--- src/rtl/hv_timing_seq.sv ---
// Video timing sequencer: steps and reloads the external 9-bit H/V counter chains and
// decodes their counts into registered blanking/sync signals.
module hv_timing_seq #(
  parameter int unsigned CEN_DIV      = 4,
  parameter logic [8:0]  H_LOAD       = 9'h080,
  parameter logic [8:0]  V_LOAD       = 9'h0F8,
  parameter logic [8:0]  HBLANK_START = 9'h180,
  parameter logic [8:0]  HBLANK_END   = 9'h080,
  parameter logic [8:0]  HSYNC_START  = 9'h1A0,
  parameter logic [8:0]  HSYNC_END    = 9'h1C0,
  parameter logic [8:0]  VBLANK_START = 9'h1F0,
  parameter logic [8:0]  VBLANK_END   = 9'h110,
  parameter logic [8:0]  VSYNC_START  = 9'h100,
  parameter logic [8:0]  VSYNC_END    = 9'h104
) (
  input  logic       Clk,
  input  logic       Rst_n,
  input  logic       Run,
  input  logic [8:0] H_Q,
  input  logic [8:0] V_Q,
  input  logic       H_Rco,
  input  logic       V_Rco,
  output logic       Cen,
  output logic       H_Load_n,
  output logic [8:0] H_D,
  output logic       V_ENT,
  output logic       V_Load_n,
  output logic [8:0] V_D,
  output logic       HBlank,
  output logic       VBlank,
  output logic       HSync_n,
  output logic       VSync_n,
  output logic       Frame_start,
  output logic       Running
);

  localparam int unsigned DivW = (CEN_DIV > 1) ? $clog2(CEN_DIV) : 1;
  localparam logic [DivW-1:0] DivMax = DivW'(CEN_DIV - 1);

  typedef enum logic [1:0] {StIdle, StPreload, StRun, StStopping} state_e;

  state_e          state_q, state_d;
  logic [DivW-1:0] div_q, div_d;
  logic            cen_tick;
  logic            wrap;

  // Wrap-around window: S<=E is a plain range, S>E spans the 511->0 rollover, S==E is empty.
  function automatic logic win(input logic [8:0] x, input logic [8:0] s, input logic [8:0] e);
    if (s == e) begin
      return 1'b0;
    end else if (s < e) begin
      return (x >= s) && (x < e);
    end else begin
      return (x >= s) || (x < e);
    end
  endfunction

  assign H_D      = H_LOAD;
  assign V_D      = V_LOAD;
  assign Running  = (state_q != StIdle);
  assign cen_tick = (div_q == DivMax) && (state_q != StIdle);
  assign wrap     = H_Rco & V_Rco;

  always_comb begin
    state_d     = state_q;
    div_d       = '0;
    Cen         = 1'b0;
    H_Load_n    = 1'b1;
    V_Load_n    = 1'b1;
    V_ENT       = 1'b0;
    Frame_start = 1'b0;

    if (state_q != StIdle) begin
      div_d = cen_tick ? '0 : div_q + 1'b1;
      Cen   = cen_tick;
    end

    unique case (state_q)
      StIdle: begin
        if (Run) state_d = StPreload;
      end
      StPreload: begin
        H_Load_n = 1'b0;
        V_Load_n = 1'b0;
        if (cen_tick) begin
          Frame_start = 1'b1;
          state_d     = StRun;
        end
      end
      StRun, StStopping: begin
        // Combinational so the controls are already valid on the Cen cycle.
        H_Load_n = ~H_Rco;
        V_ENT    = H_Rco;
        V_Load_n = ~wrap;
        if (cen_tick && wrap) Frame_start = 1'b1;
        if (state_q == StRun) begin
          if (!Run) state_d = StStopping;
        end else if (Run) begin
          state_d = StRun;
        end else if (cen_tick && wrap) begin
          state_d = StIdle;
        end
      end
      default: state_d = StIdle;
    endcase
  end

  always_ff @(posedge Clk or negedge Rst_n) begin
    if (!Rst_n) begin
      state_q <= StIdle;
      div_q   <= '0;
    end else begin
      state_q <= state_d;
      div_q   <= div_d;
    end
  end

  // Decode runs every cycle; in IDLE the counts are frozen so the outputs hold.
  always_ff @(posedge Clk or negedge Rst_n) begin
    if (!Rst_n) begin
      HBlank  <= 1'b1;
      VBlank  <= 1'b1;
      HSync_n <= 1'b1;
      VSync_n <= 1'b1;
    end else begin
      HBlank  <= win(H_Q, HBLANK_START, HBLANK_END);
      VBlank  <= win(V_Q, VBLANK_START, VBLANK_END);
      HSync_n <= ~win(H_Q, HSYNC_START, HSYNC_END);
      VSync_n <= ~win(V_Q, VSYNC_START, VSYNC_END);
    end
  end

endmodule

--- config.mk ---
export PLATFORM = sky130hd
export DESIGN_NAME = hv_timing_seq
export DESIGN_NICKNAME = d
export VERILOG_FILES = /design/src/rtl/hv_timing_seq.sv
export SDC_FILE = /design/constraint.sdc
export NUM_CORES = 1
export LEC_CHECK = 0
export CAP_MARGIN = 20
export CORE_ASPECT_RATIO = 1.1
export CORE_MARGIN = 4
export CORE_UTILIZATION = 31
export CTS_CLUSTER_DIAMETER = 30
export DETAILED_ROUTE_END_ITERATION = 10
export HOLD_SLACK_MARGIN = 0.08
export PLACE_DENSITY = 0.84
export REMOVE_ABC_BUFFERS = 1
export SLEW_MARGIN = 15
export SYNTH_ARGS = -nofsm -noshare
export SYNTH_HDL_FRONTEND = slang
export SYNTH_SLANG_ARGS = --single-unit
--- constraint.sdc ---
create_clock -name Clk -period 3 [get_ports Clk]
set_input_delay 0.9 -clock Clk [delete_from_list [all_inputs] [get_ports Clk]]
set_output_delay 0.9 -clock Clk [all_outputs]
set_load 0.1 [all_outputs]
==> flow_summary.yaml <==
outcome:
  status: "completed"
floorplanning:
  initial_core_util: 0.3302
  ios: 51
  die_w_um: 47.07
  core.rowCount: 15
  die_h_um: 50.98
  dieArea_um2: 2399
  core_um2: 1577
logic_synthesis:
  synth_area_leaders: "buf_4 26%, dfstp_2 20%, dfrtp_1 19%"
  synth.most_common_cell: "buf_4"
  ys.flop_type: "dfstp_2"
  synth_cell_type_count: 21
  syn_inst: 54
  synth_commonest_cells: "18 x buf_4, 4 x dfrtp_1, 4 x dfstp_2"
  synth_edf_count: 0
  yosysTopAreaCell: "buf_4"
  seq_area_frac_synth: 0.3942
  avgSynthCellArea_um2: 9.639
  async_flop_share: 1.000
  ys_ff_latch: 8
  synth.top_cell.area_share: 0.2596
  synth_area_um2: 520.5
  yosysWarnings: 0
route:
  wl_um: 998
  wl_per_cell_um: 10.29
  first_pass_iters: 2
  via_count: 414
  drt-initial-drc-count: 3
  route.detailed.drc: 0
  antenna_left: 0
  avgViaCountPerCell: 4.268
pwr:
  comb_power_share: 0.657
  p_int_uw: 289.1
  ir_drop_mv: 0.3335
  pwr-share-seq: 0.229
  switching_share: 0.5598
  p_leak_nw: 0.3539
  p_switching_uw: 367.7
  power_density_nw_per_um2: 859.1
  p_clk_frac: 0.114
  power_uw: 656.8
cts:
  numCtsBuffers: 3
  cts_tree: "done"
  cts_root_buf: "clkbuf_4"
  cts_hold_buf: 0
  clockBufferDepth: 2
  cts.clk_slew.worst_paths_ns: 0.05
  ctsResizeCount: 0
  clkSinkCount: 8
  cts_setup_buffers: 0
  insertion_delay_ns: 0.24
  htree_levels: 1
placed_design:
  dp_hpwl_um: 939.6
  dp_slack_ns: 0.1461
  gp_congestion: 0.6243
  io_buffers: 25
hold_path:
  holdCritStartpoint: "div_q[0]$_DFF_PN0_"
  hold_depth: 1
  hold_class: "reg -> reg"
  min_to: "div_q[0]$_DFF_PN0_"
worst_setup_path:
  critPathKind: "in -> out"
  rrSetupSlack_ns: 1.87
  crit_buf_inv: 2
  r2r_cells: 3
  r2r_end: "state_q[0]$_DFFE_PN0P_"
  critPathRequiredTime_ns: 2.10
  cpMaxStageDelayCell: "clkdlybuf4s50_1"
  path_max_fanout: 3
  arrival_ns: 1.95
  worstPathCellList: "clkdlybuf4s50_1 > and3_1 > o21a_1 > buf_12"
  path_delay_family: "buffers and inverters"
  endpoint_kind: "output port"
  start_kind: "input port"
  rr_startpoint: "div_q[0]$_DFF_PN0_"
  max_stage_delay_ns: 0.49
cells_and_area:
  area_growth_pct: 46.88
  final_util: 0.4849
  fin_nets: 107
  diodes: 0
  drive_gt1_frac: 0.2375
timing:
  timing.final.hold_violations: 0
  layout_min_cycle_time_ns: 2.850
  post-route-period-util: 0.9499
  layout_setup_ws_ns: 0.1503
  setup_viol: 0
  final_max_slew_viol_count: 0
  skew_ns: 0.0006264
  fmax_mhz: 350.9
  rsz0062_at_grt: "false"
global_route:
  grtUsageTotal: 0.08870
  overflow: 0
  grt_pass1_vias: 430
  antenna_found_initial: 0
  grt_pass1_wl_mm: 1.545
  grt_max_degree: 9
run:
  drv_cap: 0
## kinds of logic (layout without fill, tap and decap cells)
kind of cell	count (synthesis)	count (layout)	synth area share
adders and majority gates	2	2	0.04807
DFF	8	8	0.3942
buffers and inverters	21	31	0.2812
and+or+nand+nor	16	16	0.1899
AOI/OAI and AO/OA	5	5	0.07212
other	2	18	0.01443
## worst reg2reg max path, stage by stage (launching register included)
cell and delay [ns]:
dfrtp_1 0.37, ha_1 0.25, and2_1 0.17, a221oi_1 0.24
## how the worst max path moves through the flow
| stage | from | depth (start not counted) | slack, ns | endpoint |
|---|---|---|---|---|
| after detailed placement | H_Rco | 4 | 0.15 | Frame_start |
| after floorplan | H_Rco | 2 | -0.71 | H_Load_n |
| final | H_Rco | 4 | 0.15 | Frame_start |
| after CTS | H_Rco | 4 | 0.15 | Frame_start |
| after global routing | H_Rco | 4 | 0.12 | H_Load_n |
| after global placement | H_Rco | 4 | 0.15 | Frame_start |
## state kept, by name (all words and copies together) (netlist names)
name,flops
VBlank,1
state_q,2
VSync_n,1
HBlank,1
HSync_n,1
div_q,2
## cells in the final DEF (no fill, tap or decap), types with 2 or more instances in the layout
master | netlist | layout
conb_1 | 2 | 18
clkdlybuf4s50_1 | 0 | 15
buf_4 | 18 | 6
dfstp_2 | 4 | 4
dfrtp_1 | 4 | 4
buf_12 | 0 | 4
nor2_1 | 3 | 3
inv_1 | 3 | 3
nor2b_1 | 3 | 3
clkbuf_4 | 0 | 3
and2_1 | 2 | 2
nor3_1 | 2 | 2
ha_1 | 2 | 2
## per-layer routing
metal | part of all wire | GRT usage | up-vias
met5 | 0 | 0 | -
met4 | 0 | 0.04147 | 0
met2 | 0.60 | 0.1538 | 23
li1 | - | - | 197
met3 | 0.13 | 0.04225 | 0
met1 | 0.27 | 0.08387 | 194
## per-stage QoR
step	hold WS [ns]	TNS [ns]	std cells	instance area (um^2)
2_1_floorplan	0.4150	-0.9521	52	445.4
3_3_place_gp	0.4242	0	94	742.0
3_5_place_dp	0.4312	0	94	742.0
4_1_cts	0.4379	0	97	764.5
5_1_grt	0.4876	0	97	764.5
6_report	0.4331	0	97	764.5
## cell type report
cell class                      instances  area [um^2]
Multi-Input combinational cell         41        229.0
Sequential cell                         8        205.2
Inverter                                3        11.26
Clock buffer                            3        22.52
Timing Repair Buffer                   25        275.3
Tap cell                               17        21.27
Fill cell                             162        812.0
## power by group through the flow
stage	Combinational, mW	Clock, mW	Sequential (mW)
2_1_floorplan	0.308	0	0.170
3_3_place_gp	0.427	0	0.150
3_5_place_dp	0.433	0	0.152
4_1_cts	0.434	0.0794	0.151
5_1_grt	0.452	0.0877	0.156
6_report	0.431	0.0750	0.151
Note: power is estimated with default switching activity, not from simulation.
